--- src/rtl/serial_transmitter_parity.sv ---
// Purpose: parity-framed serial transmitter (start, 8 data LSB first, parity, stop bits).
// Latency: start bit on o_data the cycle after the accepting edge; frame = (10+STOP_BITS)*CLKS_PER_BIT cycles.
// Backpressure: o_ready is high only in IDLE; i_valid is ignored while a frame is in flight.
// Build option: define TX_PARITY_EVEN_EN to send even parity instead of the default odd parity.
module serial_transmitter_parity #(
    parameter int CLKS_PER_BIT = 1,
    parameter int STOP_BITS    = 1
) (
    input  logic       clk,
    input  logic       rst,
    input  logic       i_valid,
    input  logic [7:0] i_byte,
    output logic       o_ready,
    output logic       o_data,
    output logic       o_busy,
    output logic       o_done
);

    typedef enum logic [2:0] {
        IDLE   = 3'd0,
        START  = 3'd1,
        DATA   = 3'd2,
        PARITY = 3'd3,
        STOP   = 3'd4
    } state_t;

    localparam logic [15:0] DIV_LAST  = 16'(CLKS_PER_BIT - 1);
    localparam logic        STOP_LAST = 1'(STOP_BITS - 1);
    localparam logic        ONE_CLK   = (CLKS_PER_BIT == 1);
    localparam logic        ONE_STOP  = (STOP_BITS == 1);

    state_t      state;
    logic [15:0] div_cnt;
    logic [2:0]  bit_idx;
    logic        stop_idx;
    logic [7:0]  shift;
    logic        parity;
    logic        parity_calc;
    logic        div_term;

    // Parity is computed from the offered byte so it is latched together with the data.
`ifdef TX_PARITY_EVEN_EN
    assign parity_calc = ^i_byte;
`else
    assign parity_calc = ~^i_byte;
`endif

    assign div_term = (div_cnt == DIV_LAST);
    assign o_ready  = (state == IDLE);

    // Frame sequencer: every output is registered and loaded with the value of the next line cycle.
    always_ff @(posedge clk) begin
        if (rst) begin
            state    <= IDLE;
            o_data   <= 1'b1;
            o_busy   <= 1'b0;
            o_done   <= 1'b0;
            div_cnt  <= '0;
            bit_idx  <= '0;
            stop_idx <= 1'b0;
            shift    <= '0;
            parity   <= 1'b0;
        end else begin
            o_done <= 1'b0;
            if (state != IDLE) begin
                div_cnt <= div_term ? 16'd0 : div_cnt + 16'd1;
            end
            case (state)
                IDLE: begin
                    if (i_valid) begin
                        shift    <= i_byte;
                        parity   <= parity_calc;
                        div_cnt  <= '0;
                        bit_idx  <= '0;
                        stop_idx <= 1'b0;
                        o_data   <= 1'b0;
                        o_busy   <= 1'b1;
                        state    <= START;
                    end
                end
                START: begin
                    if (div_term) begin
                        o_data <= shift[0];
                        state  <= DATA;
                    end
                end
                DATA: begin
                    if (div_term) begin
                        shift <= {1'b0, shift[7:1]};
                        if (bit_idx == 3'd7) begin
                            o_data <= parity;
                            state  <= PARITY;
                        end else begin
                            o_data  <= shift[1];
                            bit_idx <= bit_idx + 3'd1;
                        end
                    end
                end
                PARITY: begin
                    if (div_term) begin
                        o_data   <= 1'b1;
                        stop_idx <= 1'b0;
                        state    <= STOP;
                        // Done is registered, so it is raised one cycle ahead of the final stop cycle.
                        o_done   <= ONE_CLK && ONE_STOP;
                    end
                end
                STOP: begin
                    if (div_term) begin
                        if (stop_idx == STOP_LAST) begin
                            o_busy <= 1'b0;
                            state  <= IDLE;
                        end else begin
                            stop_idx <= 1'b1;
                            o_done   <= ONE_CLK;
                        end
                    end else begin
                        o_done <= (stop_idx == STOP_LAST) && ((div_cnt + 16'd1) == DIV_LAST);
                    end
                end
                default: begin
                    o_data <= 1'b1;
                    o_busy <= 1'b0;
                    state  <= IDLE;
                end
            endcase
        end
    end

endmodule

--- config.mk ---
export PLATFORM = sky130hd
export DESIGN_NAME = serial_transmitter_parity
export DESIGN_NICKNAME = d
export VERILOG_FILES = /design/src/rtl/serial_transmitter_parity.sv
export SDC_FILE = /design/constraint.sdc
export NUM_CORES = 1
export LEC_CHECK = 0
export ABC_AREA = 1
export ABC_CLOCK_PERIOD_IN_PS = 1400
export BUFFER_PORTS_ARGS = -buffer_cell sky130_fd_sc_hd__buf_4
export CAP_MARGIN = 20
export CORE_AREA = 2 2 68 70
export DETAILED_ROUTE_END_ITERATION = 6
export DIE_AREA = 0 0 70 72
export GPL_TIMING_DRIVEN = 0
export PLACE_DENSITY = 0.74
export SYNTH_ARGS = -nofsm -noshare
export SYNTH_HDL_FRONTEND = slang
export SYNTH_SLANG_ARGS = --single-unit
export TNS_END_PERCENT = 5
--- constraint.sdc ---
create_clock -name clk -period 1.4 [get_ports clk]
set_input_delay 0.14 -clock clk [delete_from_list [all_inputs] [get_ports clk]]
set_output_delay 0.14 -clock clk [all_outputs]
set_load 0.05 [all_outputs]
==> results.md <==
* WL final at slightly above 5 mm
* Clock Latency Late Sink at between 0.2 and 0.3 ns
* Hold_sp: rst
* Final Hold Vio Count at 0
* FMAX at between 0.6 and 0.7 GHz
* Post-route non-filler standard cell count at approximately 400
* Core Area at 4260 um^2
* YS warnings at 0
* Final instance area at around 2600 um^2
* Clock Skews at approximately 0.0072 ns
* Starting Density at between 40% and 50%
* Std cell rows at 24
* GP Congestion at around 0.95
* CP Capture Type: flip-flop
* PnR worst setup slack at -0.249 ns
* Worst VDD drop at about 940 uV
* Routed via count at roughly 2100
* Fin crit share at 118%
* Drt drc at 0
* Worst Tran Pin Value at between 0.6 and 0.7 ns
* Initial detailed-routing violation count at 128
* Initial antenna violation count at 0
* Critical setup path kind: flip-flop to flip-flop
* CP startpoint kind: flip-flop
* Top-area cell type share of the netlist area at between 30% and 40%
* Post-DP Area at roughly 2300 um^2
* Die X at 70 um
* Slew Limit Fails at 0
* Synth Flop Type: dfxtp_1
* Top-count cell post-synth: nand2_1
* Top layer reached by signal wires: met4
* Worst Path Max Fanout at 4
* Fillers at roughly 400
* PortBufs at 14
* Status: finished, violations left
* Largest net degree at the start of global routing at 11
* Syn Nets at around 330
* Power Total at 3.69 mW
* Unique masters post-synth at 33
* Post-route ant nets at 0
* Register-to-Register Path Depth at 9
* CTS tree: yes
* Clock transition at path regs at 0.07 ns
* Die Y at a little over 70 um
* Power per Cell Area at 1430 nW/um^2
* CTS buffer count at 5
* DR WL/cell at ~13 um
* Gate Count Post-Synth at ~310
* Detailed Place HPWL at between 3 and 4 mm
* Unrepaired setup endpoints after global routing: yes
* Synthesis-stage register bit count at 34
* Drt pass-1 iters at 4
* Fin nets at between 300 and 400
* Ports at 15
* Metal2 WL at 2.70 mm
* End of the worst hold path: div_cnt[0]
* Final worst path period need at 1.65 ns
* Die area at 5040 um^2
* Reg-to-reg critical path startpoint: div_cnt[0]
* Met3 WL at ~180 um
* Top cells by count, synth: nand2_1, dfxtp_1, nor2_1
* Reg-to-reg critical path endpoint: o_done
* Post-synth ARST share at 0%
* Vias in the first global route at about 2000
* Post-synthesis cell area at 2090 um^2
* Rel. slew slack at about 58%
* Share of cells above drive strength 1 at between 20% and 30%
* Worst min path class: input pin to flip-flop
* Synth top area cells: dfxtp_1, nand2_1, a21oi_1
* Hold path cells at 2
* Leakage power at roughly 1.1 nW
* Inst Count DP at 379
* Post-synthesis sequential area ratio at 32.5%
* M1 WL at roughly 2.2 mm
* Gr ovfl total at 0
* Clk root buf: clkbuf_8
* H-tree level count at 2
* CTS Buffer Depth at 2
* CTS sink count at 34
* Failing checks: setup timing
* Total track usage at 20.9%
* Hold_buf cts at 0
* Area Growth Syn to Fin at 23.4%
* Ant diodes at 0
* Multi-input gate area at 1360 um^2
* Data arrival time of the worst path at 1.87 ns
* Largest area contributor in the netlist: dfxtp_1
* Post-synth EDFFs at 0
* Worst Setup SP: div_cnt[0]
* Vias per cell at roughly 5.3
* Avg Inst Size Synth at about 6.7 um^2
* Required time worst endpoint at roughly 1.6 ns
* Max cap viols at 0
* First-pass GRT wire length at around 8.4 mm
* Setup violators final at 23
* Flop-to-flop setup slack at -0.25 ns
* Sequential cell area at roughly 700 um^2
[layout make-up]
cell class                 instances  area share (%)
timing repair buffer              23            7.80
buffer                             6            1.94
clock inverter                     1           0.194
inverter                          29            4.50
multi-input combinational        245            52.7
clock buffer                       7            3.34
sequential                        34            27.0
tap                               52            2.52
[critical path: stages (launching register included)]
cell and delay, ns:
dfxtp_4 0.38, ha_4 0.16, nand3_1 0.14, nand2_1 0.15, nand3b_1 0.12, nor2_2 0.12
nand3_1 0.07, nor2_1 0.15, nand3_1 0.14, a21oi_2 0.15
[layer usage]
layer  global-route usage (%)  up-vias
li1                         -     1092
met1                     23.3      973
met2                     38.3       45
met3                     4.31       10
met4                     10.0        0
met5                        0        -
[cells by family after synthesis]
logic type	Yosys count	share of synthesized area, %
AND/OR/NAND/NOR	178	39.2
AO/OA/AOI/OAI	53	14.5
buffers and inverters	35	7.65
flip-flops	34	32.5
XOR/XNOR	9	3.76
adder cells (fa/ha/maj)	4	2.39
[power breakdown]
part           leakage [nW]  switching (mW)  internal, mW  total, mW
combinational         0.720           0.977         0.672       1.65
clock                0.0482           0.376         0.397      0.773
sequential            0.282           0.133          1.14       1.27
total                  1.05            1.49          2.21       3.69
[worst max-delay path by stage]
stage,endpoint,slack [ns],depth (start not counted)
after detailed placement,div_cnt[9],-0.29,9
after CTS,shift[0],-0.14,10
after global placement,o_done,-0.31,8
final,o_done,-0.25,9
after floorplan,o_done,-0.02,8
after global routing,o_done,-0.30,9
[cells in the final DEF, fill, tap and decap left out, types with 2 or more instances in the layout]
cell | netlist | layout
o21ai_2 | 3 | 2
clkbuf_1 | 2 | 3
nand3b_1 | 2 | 2
ha_4 | 0 | 2
buf_6 | 1 | 3
o21ai_1 | 4 | 4
ha_1 | 4 | 2
nand4_1 | 8 | 8
inv_2 | 3 | 4
a21oi_1 | 24 | 20
nand2_4 | 4 | 6
dfxtp_4 | 0 | 2
nand3_1 | 22 | 20
nor2_2 | 4 | 5
a21oi_2 | 1 | 5
nor2_4 | 3 | 7
inv_1 | 24 | 22
inv_4 | 2 | 3
a31oi_1 | 7 | 7
nand2_2 | 4 | 4
xnor2_1 | 8 | 8
nand2_1 | 97 | 95
a211oi_1 | 2 | 2
nand3_2 | 0 | 2
dfxtp_1 | 34 | 25
buf_4 | 1 | 21
nor2_1 | 32 | 28
clkbuf_8 | 0 | 6
dfxtp_2 | 0 | 7
o21ai_0 | 9 | 9
[flip-flops by register name, indices dropped and copies added (netlist names)]
register / flops
bit_idx: 3
div_cnt: 16
o_busy: 1
o_data: 1
o_done: 1
parity: 1
shift: 8
state: 3
[timing repair]
action                     in CTS  in global routing
setup endpoints to repair      30                 33
buffers inserted                8                  0
gates cloned                    1                  1
gates resized for setup        20                 18
pin swaps                      12                  7
[metrics by stage]
| stage | utilization [%] | hold slack, ns | TNS (ns) | setup WS, ns |
|---|---|---|---|---|
| after floorplan | - | 0.218 | -0.131 | -0.0214 |
| after global placement | 53.1 | 0.358 | -3.32 | -0.314 |
| after detailed placement | 53.1 | 0.363 | -4.04 | -0.289 |
| after CTS | 59.0 | 0.0384 | -1.86 | -0.136 |
| after global routing | 60.6 | 0.0498 | -4.65 | -0.300 |
| final | 60.6 | 0.0447 | -1.92 | -0.249 |
(Power assumes the default switching activity.)
